<file path="config.mk">
export PLATFORM = sky130hd
export DESIGN_NAME = input_debouncer
export DESIGN_NICKNAME = d
export VERILOG_FILES = /design/src/rtl/input_debouncer.sv
export SDC_FILE = /design/constraint.sdc
export NUM_CORES = 1
export LEC_CHECK = 0
export CAP_MARGIN = 40
export CELL_PAD_IN_SITES_DETAIL_PLACEMENT = 0
export CELL_PAD_IN_SITES_GLOBAL_PLACEMENT = 1
export CORE_ASPECT_RATIO = 1.5
export CORE_MARGIN = 2
export CORE_UTILIZATION = 30
export DETAILED_ROUTE_END_ITERATION = 8
export DONT_BUFFER_PORTS = 1
export PLACE_DENSITY_LB_ADDON = 0.1
export SYNTH_ARGS = -nofsm -noshare
export SYNTH_HDL_FRONTEND = slang
export SYNTH_SLANG_ARGS = --single-unit
</file>
<file path="constraint.sdc">
create_clock -name clk -period 2.45 [get_ports clk]
set_input_delay 0.49 -clock clk [delete_from_list [all_inputs] [get_ports clk]]
set_output_delay 0.49 -clock clk [all_outputs]
set_load 0.03 [all_outputs]
</file>
<file path="src/rtl/input_debouncer.sv">
// Two-channel input debouncer: 2-flop synchronizer, run-length counter and
// registered output per channel, with one-cycle rise/fall pulses and a busy flag.

module input_debouncer_ch #(
  parameter int DEBOUNCE_CYCLES = 4,
  parameter int CNT_W           = 16
) (
  input  logic clk,
  input  logic rst_n,
  input  logic en,
  input  logic raw,
  output logic db,
  output logic rise,
  output logic fall,
  output logic busy
);

  localparam logic [CNT_W-1:0] LAST = CNT_W'(DEBOUNCE_CYCLES - 1);

  logic             s1;
  logic             s2;
  logic [CNT_W-1:0] cnt;
  logic             out_q;
  logic             rise_q;
  logic             fall_q;

  always_ff @(posedge clk or negedge rst_n) begin
    if (!rst_n) begin
      s1     <= 1'b0;
      s2     <= 1'b0;
      cnt    <= '0;
      out_q  <= 1'b0;
      rise_q <= 1'b0;
      fall_q <= 1'b0;
    end else begin
      s1     <= raw;
      s2     <= s1;
      rise_q <= 1'b0;
      fall_q <= 1'b0;
      if (en) begin
        if (s2 == out_q) begin
          cnt <= '0;
        end else if (cnt == LAST) begin
          out_q  <= s2;
          cnt    <= '0;
          rise_q <= s2;
          fall_q <= ~s2;
        end else begin
          cnt <= cnt + CNT_W'(1);
        end
      end
    end
  end

  // A pulse that lands in a frozen (en=0) cycle is suppressed rather than delayed.
  assign db   = out_q;
  assign rise = rise_q & en;
  assign fall = fall_q & en;
  assign busy = (cnt != '0);

endmodule

module input_debouncer #(
  parameter int DEBOUNCE_CYCLES = 4,
  parameter int CNT_W           = 16
) (
  input  logic clk,
  input  logic rst_n,
  input  logic en,
  input  logic a_raw,
  input  logic b_raw,
  output logic a_db,
  output logic b_db,
  output logic a_rise,
  output logic a_fall,
  output logic b_rise,
  output logic b_fall,
  output logic busy
);

  logic a_busy;
  logic b_busy;

  input_debouncer_ch #(
    .DEBOUNCE_CYCLES(DEBOUNCE_CYCLES),
    .CNT_W          (CNT_W)
  ) u_ch_a (
    .clk  (clk),
    .rst_n(rst_n),
    .en   (en),
    .raw  (a_raw),
    .db   (a_db),
    .rise (a_rise),
    .fall (a_fall),
    .busy (a_busy)
  );

  input_debouncer_ch #(
    .DEBOUNCE_CYCLES(DEBOUNCE_CYCLES),
    .CNT_W          (CNT_W)
  ) u_ch_b (
    .clk  (clk),
    .rst_n(rst_n),
    .en   (en),
    .raw  (b_raw),
    .db   (b_db),
    .rise (b_rise),
    .fall (b_fall),
    .busy (b_busy)
  );

  assign busy = a_busy | b_busy;

endmodule

</file>
# Yosys cells after proc, flatten, opt, wreduce, memory -nomap -nowiden
# Cells that the tools add are included.
[totals]
ff_bits = 42
input_bits = 5
out_inout_bits = 7
[classes]
reduce_logical = 4
n_bitwise = 9
eq_ne = 4
n_mux = 16
n_addsub = 2
[op_table]
columns = ["operator", "n"]
rows = [
  ["16-bit 2-to-1 mux", 4],
  ["16-bit by 1-bit adder with 16-bit output, second input constant", 2],
  ["16-bit by 2-bit == test with 1-bit output, second input constant", 2],
  ["16-bit nonzero test", 2],
  ["1-bit 2-to-1 mux", 12],
  ["3-bit AND reduction", 2],
  ["1-bit bitwise AND", 4],
  ["1-bit inverter", 4],
  ["1-bit == test", 2],
  ["1-bit bitwise OR", 1],
]

# Logic depth before layout (Yosys ltp)
# Gate-level depths: netlist of the first run.
[logic_depth]
ltp_word = 4
mapped_depth = 7
mapped_depth_nobuf = 6

# Modules after synthesis
# Synthesis of the first run repeated with hierarchy kept, for this count alone.
[hier_totals]
cells_unflattened = 239
hier_area_um2 = 2250.9
[modules_own_cells]
columns = ["mod", "seq_area_each_um2", "area_per_inst_um2", "cells_per_inst", "instances"]
rows = [
  ["input_debouncer_ch", 525.5, 1122.3, 119, 2],
  ["input_debouncer", 0.0, 6.3, 1, 1],
]

# Least setup slack after synthesis of the first run
# Ideal clock, no wire load.
[synth_path]
path_kind = "register -> register"
startpoint = "register u_ch_a.cnt[8]"
endpoint = "register u_ch_a.cnt[4]"
setup_time_ns = 0.126
slack_ns = 0.585
stages_incl_launch_ff = 6
required_ns = 2.324
arrival_time_ns = 1.739
path_cell_list = "dfrtp_1 > or4_1 > and4bb_1 > or2_4 > nor3_1 > a311o_1"
[synth_between]
elab_chain_len = 3
[synth_lines]
columns = ["element", "line_no", "rtl"]
rows = [
  ["start, declared", "22", "logic [CNT_W-1:0] cnt;"],
  ["start signal, assigned", "49", "cnt <= cnt + CNT_W'(1);"],
  ["16-bit by 2-bit == test with 1-bit output", "43", "end else if (cnt == LAST) begin"],
  ["16-bit 2-to-1 mux", "43", ""],
  ["16-bit 2-to-1 mux", "41", "if (s2 == out_q) begin"],
]
# No other way between the ends.
# A chain may end at the register's enable or synchronous reset.

# Worst setup path in the final report of the first run
[layout_path]
startpoint = "register u_ch_b.cnt[8]"
endpoint = "output busy"
[layout_between]
elab_chain_len = 2
[layout_lines]
columns = ["element", "line_no", "rtl"]
rows = [
  ["start, declared", "22", ""],
  ["start signal, assigned", "49", ""],
  ["16-bit nonzero test", "59", "assign busy = (cnt != '0);"],
  ["1-bit bitwise OR", "112", "assign busy = a_busy | b_busy;"],
  ["end, declared", "78", "output logic busy"],
]
# No other way between the ends.

==> results of run 1 <==
logic make-up (layout without fill, tap and decap cells):
logic type,Yosys count,after routing,synth area share
buffers and inverters,21,37,0.0384
AND/OR/NAND/NOR,112,112,0.266
adder cells (fa/ha/maj),4,4,0.0229
AO/OA/AOI/OAI,55,55,0.165
XOR/XNOR,3,3,0.0120
multiplexers,3,3,0.0149
flip-flops,42,42,0.481
synthesized netlist by cell type (2+ instances only):
cell type  count
nor2_1        12
nor3b_1        5
o22ai_1        2
a41oi_1        5
nor3_1         6
a31oi_1       19
dfrtp_1       42
o21ai_0       11
a21oi_1        6
and2_1         4
nand2_1       30
buf_2          4
clkbuf_1       7
ha_1           4
or4_1          4
mux2_2         2
xor2_1         2
nand3_1       24
inv_1         10
nor4_1         5
a311o_1        2
nor2b_1        2
o211ai_1       3
a21boi_0       2
nand2b_1       6
or3_1          3
nand4_1        6
state kept, by name, indices dropped and copies added (netlist names):
| register | flops |
|---|---|
| u_ch_a.s2 | 1 |
| u_ch_b.fall_q | 1 |
| u_ch_b.rise_q | 1 |
| u_ch_b.s2 | 1 |
| u_ch_b.cnt | 16 |
| u_ch_a.fall_q | 1 |
| u_ch_a.db | 1 |
| u_ch_b.s1 | 1 |
| u_ch_a.rise_q | 1 |
| u_ch_a.s1 | 1 |
| u_ch_a.cnt | 16 |
| u_ch_b.db | 1 |
per-layer routing:
layer	vias up	wire length, um	track usage
li1	911	-	-
met1	869	2220	0.163
met2	18	3040	0.284
met3	7	109	0.0261
met4	0	99	0.0649
met5	-	0	0
worst paths after layout:
kind,endpoint,slack [ns],depth (start not counted)
worst max-delay path,busy,0.11,3
worst min-delay path,u_ch_a.s1$_DFF_PN0_,0.03,1
worst max register to register,u_ch_a.cnt[4]$_DFFE_PN0P_,0.37,5
worst min register to register,u_ch_a.s2$_DFF_PN0_,0.36,0
max in group asynchronous,u_ch_b.cnt[8]$_DFFE_PN0P_,2.21,1
min in group clk,u_ch_b.s1$_DFF_PN0_,0.21,0
worst max-delay path, delay by kind of cell (launching register included):
kind          cells  cell delay, ns
simple gates      3            1.12
flops             1            0.45
final cells by class:
type | instances | area, um^2 | share of cell area
timing repair buffer | 19 | 163 | 0.0653
tap | 80 | 100 | 0.0402
clock buffer | 5 | 68.8 | 0.0276
sequential | 42 | 1050 | 0.422
inverter | 10 | 37.5 | 0.0151
clock inverter | 3 | 21.3 | 0.00854
multi-input combinational | 177 | 1050 | 0.421
repair_timing:
| action | in CTS | in global routing |
|---|---|---|
| resized for setup | 0 | 0 |
| setup buffers | 0 | 0 |
| endpoints found under the setup margin | 0 | 0 |
| endpoints found under the hold margin | 42 | 0 |
| hold buffers | 1 | 0 |
power by group:
| part | internal [mW] | switching, mW | total (mW) |
|---|---|---|---|
| clock | 0.201 | 0.264 | 0.465 |
| sequential | 0.754 | 0.0804 | 0.835 |
| combinational | 0.203 | 0.330 | 0.533 |
stage by stage:
| step | utilization | hold WS (ns) |
|---|---|---|
| after floorplan | - | 0.194 |
| after global placement | 0.332 | 0.195 |
| after detailed placement | 0.333 | 0.195 |
| after CTS | 0.349 | 0.0243 |
| after global routing | 0.349 | 0.0214 |
| final | 0.349 | 0.0276 |
==> reports/metrics.csv, run 1 <==
stage,metric,value,unit
floorplanning,die_w,73.7,um
detailed_routing,drc,0,
worst_setup_path,slowest_delay,0.45,ns
worst_setup_path,worstReg2RegStart,u_ch_a.cnt[8]$_DFFE_PN0P_,
clock_tree,cts_made_buffers,5,
power_and_ir_drop,p_leak,1.05,nW
synth,syn_area_per_cell,9.10,um^2
synth,syn_nets,249,
worst_setup_path,cp_slowest_cell,dfrtp_1,
grt,grt_pass1_wl,9230,um
synth,synth_cell_type_count,39,
sta,finalHoldViolCount,0,
floorplanning,core,7130,um^2
sta,drv_slew,0,
sta,finalSetupTns,0,ns
clock_tree,root_buffer,clkbuf_8,
grt,antenna_found_initial,0,
worst_setup_path,crit_fanout,6,
grt,grtUsageTotal,0.152,
detailed_routing,totalWireLength,5460,um
sta,setup_violations,0,
clock_tree,clk-insertion-delay-late,0.30,ns
sta,worstMarginPinSlew,0.526,ns
grt,first_global_vias,1883,
sta,fmax,427,MHz
worst_setup_path,cp_cell_sequence,nor4_1 > and4_1 > nand4_1,
synth,synth_edf_count,0,
clock_tree,cts_tree,yes,
worst_setup_path,cp-start-kind,register,
placed_design,postPlaceCellArea,2370,um^2
detailed_routing,ant_nets,0,
layout,layout.cells.non_filler,336,
floorplanning,dieArea,7990,um^2
synth,yosysTopAreaCell,dfrtp_1,
layout,n_fill_cell,739,
synth,syn-cell-area,2180,um^2
detailed_routing,drt-vias-per-instance,5.37,
placed_design,post-dp-hpwl,3830,um
synth,yosys_warnings,0,
clock_tree,clockBufferDepth,2,
flow_run,drv_cap,0,
sta,final.setup.worst_slack,0.106,ns
layout,mostFrequentLayoutCell,dfrtp_1,
sta,min_period_over_period,0.957,
floorplanning,rows,38,
sta,relSlewSlack,0.646,
worst_setup_path,cp.arrival,1.85,ns
detailed_routing,routedWlPerCell,16.3,um
floorplanning,die_y,109,um
layout,nNetsFinal,264,
power_and_ir_drop,powerDensity,736,nW/um^2
grt,grt_max_degree,43,
placed_design,gp_congestion,0.731,
layout,antenna_cells,0,
worst_setup_path,critPathLaunch,u_ch_b.cnt[8]$_DFFE_PN0P_,
synth,async_flop_share,1.00,
placed_design,place_ws,0.379,ns
clock_tree,cts.sinks,42,
power_and_ir_drop,ir_worst_vdd,0.267,mV
synth,synthCells,240,
detailed_routing,vias,1805,
synth,yosys.area.top_type_share,0.481,
floorplanning,top_level_ports,12,
power_and_ir_drop,power.total,1.83,mW
sta,rsz0062_at_grt,no,
min_path,hold_path_class,in2async,
floorplanning,start_util,0.306,
detailed_routing,firstDrtPassIters,4,
detailed_routing,drt_iter0_drc,78,
sta,min_period,2.34,ns
clock_tree,path_clk_slew,0.09,ns
status,status,"complete, no violations",
layout,stdcell_area,2490,um^2
synth,ys_ff_latch,42,
synth,synth_flop_cell,dfrtp_1,
sta,fin_skew,0.00958,ns
layout,area_delta_synth_final,14.0,%
worst_setup_path,cp_data_required_time,1.96,ns
clock_tree,cts_htree_levels,2,
worst_setup_path,path_class,reg2out,
synth,synth_area_leaders,"dfrtp_1, nand3_1, a31oi_1, nand2_1, o21ai_0",
layout,drive_above_1_share,0.125,
placed_design,dp.cells,327,
placed_design,io_buffer_count,0,
layout,layout_common_cells,"dfrtp_1, nand2_1, nand3_1",
grt,grt-ovfl-total,0,
worst_setup_path,endpoint_kind,output pin,
synth,seq_area_frac_synth,0.481,
No activity file was read; power rests on OpenSTA's default activity.
==> run 2: changes to the inputs <==
--- a/config.mk
+++ b/config.mk
@@ -9,7 +9,6 @@
 export CELL_PAD_IN_SITES_DETAIL_PLACEMENT = 0
 export CELL_PAD_IN_SITES_GLOBAL_PLACEMENT = 1
 export CORE_ASPECT_RATIO = 1.5
-export CORE_MARGIN = 2
 export CORE_UTILIZATION = 30
 export DETAILED_ROUTE_END_ITERATION = 8
 export DONT_BUFFER_PORTS = 1
==> reports/metrics.csv, run 2 (synthesized netlist as in run 1, its figures left out) <==
stage,metric,value,unit
power_and_ir_drop,power.total,1.77,mW
sta,finalSetupTns,0,ns
floorplanning,rows,37,
worst_setup_path,setup.worst_path.end,busy,
placed_design,postPlaceCellArea,2320,um^2
layout,nNetsFinal,257,
sta,finalHoldViolCount,0,
sta,fmax,434,MHz
layout,antenna_cells,0,
detailed_routing,firstDrtPassIters,6,
clock_tree,path_clk_slew,0.08,ns
sta,min_period,2.30,ns
grt,grt_pass1_wl,8940,um
floorplanning,start_util,0.315,
power_and_ir_drop,powerDensity,730,nW/um^2
clock_tree,cts_htree_levels,2,
worst_setup_path,endpoint_kind,output pin,
layout,drive_above_1_share,0.0927,
worst_setup_path,worstReg2RegStart,u_ch_a.cnt[8]$_DFFE_PN0P_,
power_and_ir_drop,p_seq_frac,0.461,
detailed_routing,routedWlPerCell,16.1,um
worst_setup_path,r2r_cells,6,
worst_setup_path,path_class,reg2out,
worst_setup_path,cp_slowest_cell,or4_1,
clock_tree,clockBufferDepth,2,
sta,worstMarginPinSlew,0.678,ns
floorplanning,dieArea,7630,um^2
grt,antenna_found_initial,0,
grt,first_global_vias,1789,
worst_setup_path,cp_data_required_time,1.96,ns
worst_setup_path,timing.rr.end,u_ch_a.cnt[15]$_DFFE_PN0P_,
layout,reg_top3,"u_ch_a.cnt: 16 flops, u_ch_b.cnt: 16 flops",
floorplanning,die_w,71.7,um
power_and_ir_drop,p_sw,0.643,mW
power_and_ir_drop,ir_worst_vdd,0.250,mV
min_path,hold_path_class,in2async,
layout,stdcell_area,2420,um^2
worst_setup_path,critPathLaunch,u_ch_a.cnt[3]$_DFFE_PN0P_,
layout,layout_common_cells,"dfrtp_1, nand2_1, nand3_1",
worst_setup_path,cp.arrival,1.81,ns
sta,relSlewSlack,0.548,
clock_tree,cts_made_buffers,5,
power_and_ir_drop,p_int,1.13,mW
clock_tree,cts_post_setup_buffers_inserted,0,
worst_setup_path,cp-start-kind,register,
worst_setup_path,cp_cell_sequence,or4_1 > nor2_1 > nand4_1,
sta,drv_slew,0,
sta,rsz0062_at_grt,no,
clock_tree,root_buffer,clkbuf_8,
grt,grt-ovfl-total,0,
detailed_routing,ant_nets,0,
status,status,"complete, no violations",
detailed_routing,drt_iter0_drc,45,
detailed_routing,drc,0,
layout,n_fill_cell,753,
detailed_routing,vias,1810,
clock_tree,clk-insertion-delay-late,0.29,ns
floorplanning,core,6940,um^2
worst_setup_path,r2r_slack,0.33,ns
worst_setup_path,crit_fanout,6,
detailed_routing,drt-vias-per-instance,5.55,
detailed_routing,totalWireLength,5250,um
grt,grtUsageTotal,0.152,
layout,fin_util,0.349,
sta,min_period_over_period,0.940,
power_and_ir_drop,pwr-share-clk,0.245,
floorplanning,top_level_ports,12,
grt,grt_max_degree,43,
clock_tree,cts.sinks,42,
placed_design,io_buffer_count,0,
power_and_ir_drop,p_leak,1.01,nW
layout,mostFrequentLayoutCell,dfrtp_1,
power_and_ir_drop,power_frac_comb,0.295,
worst_setup_path,slowest_delay,0.58,ns
floorplanning,die_y,107,um
flow_run,drv_cap,0,
sta,setup_violations,0,
placed_design,post-dp-hpwl,3640,um
layout,area_delta_synth_final,11.0,%
clock_tree,cts_tree,yes,
sta,fin_skew,0.00336,ns
power_and_ir_drop,switching_share,0.363,
placed_design,gp_congestion,0.718,
-- run 2: power groups by stage --
stage | clock (mW) | combinational (mW) | sequential [mW]
detailed placement | 0 | 0.508 | 0.831
global placement | 0 | 0.513 | 0.831
CTS | 0.453 | 0.529 | 0.817
global route | 0.480 | 0.591 | 0.826
floorplan | 0 | 0.341 | 0.858
finish | 0.433 | 0.522 | 0.816
-- run 2: area by class of cell --
| cell class | instances | area, um^2 | share of cell area |
|---|---|---|---|
| repair buffers | 12 | 110 | 0.0454 |
| flip-flops and latches | 42 | 1050 | 0.433 |
| multi-input cells | 177 | 1050 | 0.434 |
| inverters | 10 | 37.5 | 0.0155 |
| clock buffers | 7 | 76.3 | 0.0315 |
| well taps | 78 | 97.6 | 0.0402 |
-- run 2: worst max-delay path: cells and delay by family, from the launching register on --
kind | cells | cell delay, ns
AND/OR/NAND/NOR | 3 | 1.07
flip-flops | 1 | 0.45
-- run 2: layer usage --
layer,share of wire,GRT usage
met1,0.41,0.166
met2,0.56,0.287
met3,0.016,0.0237
met4,0.014,0.0588
met5,0,0
-- run 2: worst min path at each step --
stage,start,end,slack (ns),cells after the start
after global routing,rst_n,u_ch_b.rise_q$_DFF_PN0_,0.03,1
after global placement,rst_n,u_ch_a.rise_q$_DFF_PN0_,0.20,0
after CTS,rst_n,u_ch_a.fall_q$_DFF_PN0_,0.04,1
after floorplan,rst_n,u_ch_a.cnt[0]$_DFFE_PN0P_,0.19,0
after detailed placement,rst_n,u_ch_a.rise_q$_DFF_PN0_,0.20,0
final,rst_n,u_ch_a.cnt[3]$_DFFE_PN0P_,0.03,1
-- run 2: timing repair --
action | in CTS | in global routing
hold endpoints to repair | 42 | 0
hold buffers | 1 | 0
gates resized for setup | 0 | 1
endpoints found under the setup margin | 0 | 2
-- run 2: per-stage QoR --
| step | setup slack [ns] | hold WS [ns] | cells |
|---|---|---|---|
| global route | 0.0497 | 0.0323 | 326 |
| finish | 0.148 | 0.0264 | 326 |
| global placement | 0.241 | 0.195 | 318 |
| floorplan | 0.585 | 0.194 | 240 |
| CTS | 0.111 | 0.0356 | 326 |
| detailed placement | 0.207 | 0.195 | 318 |
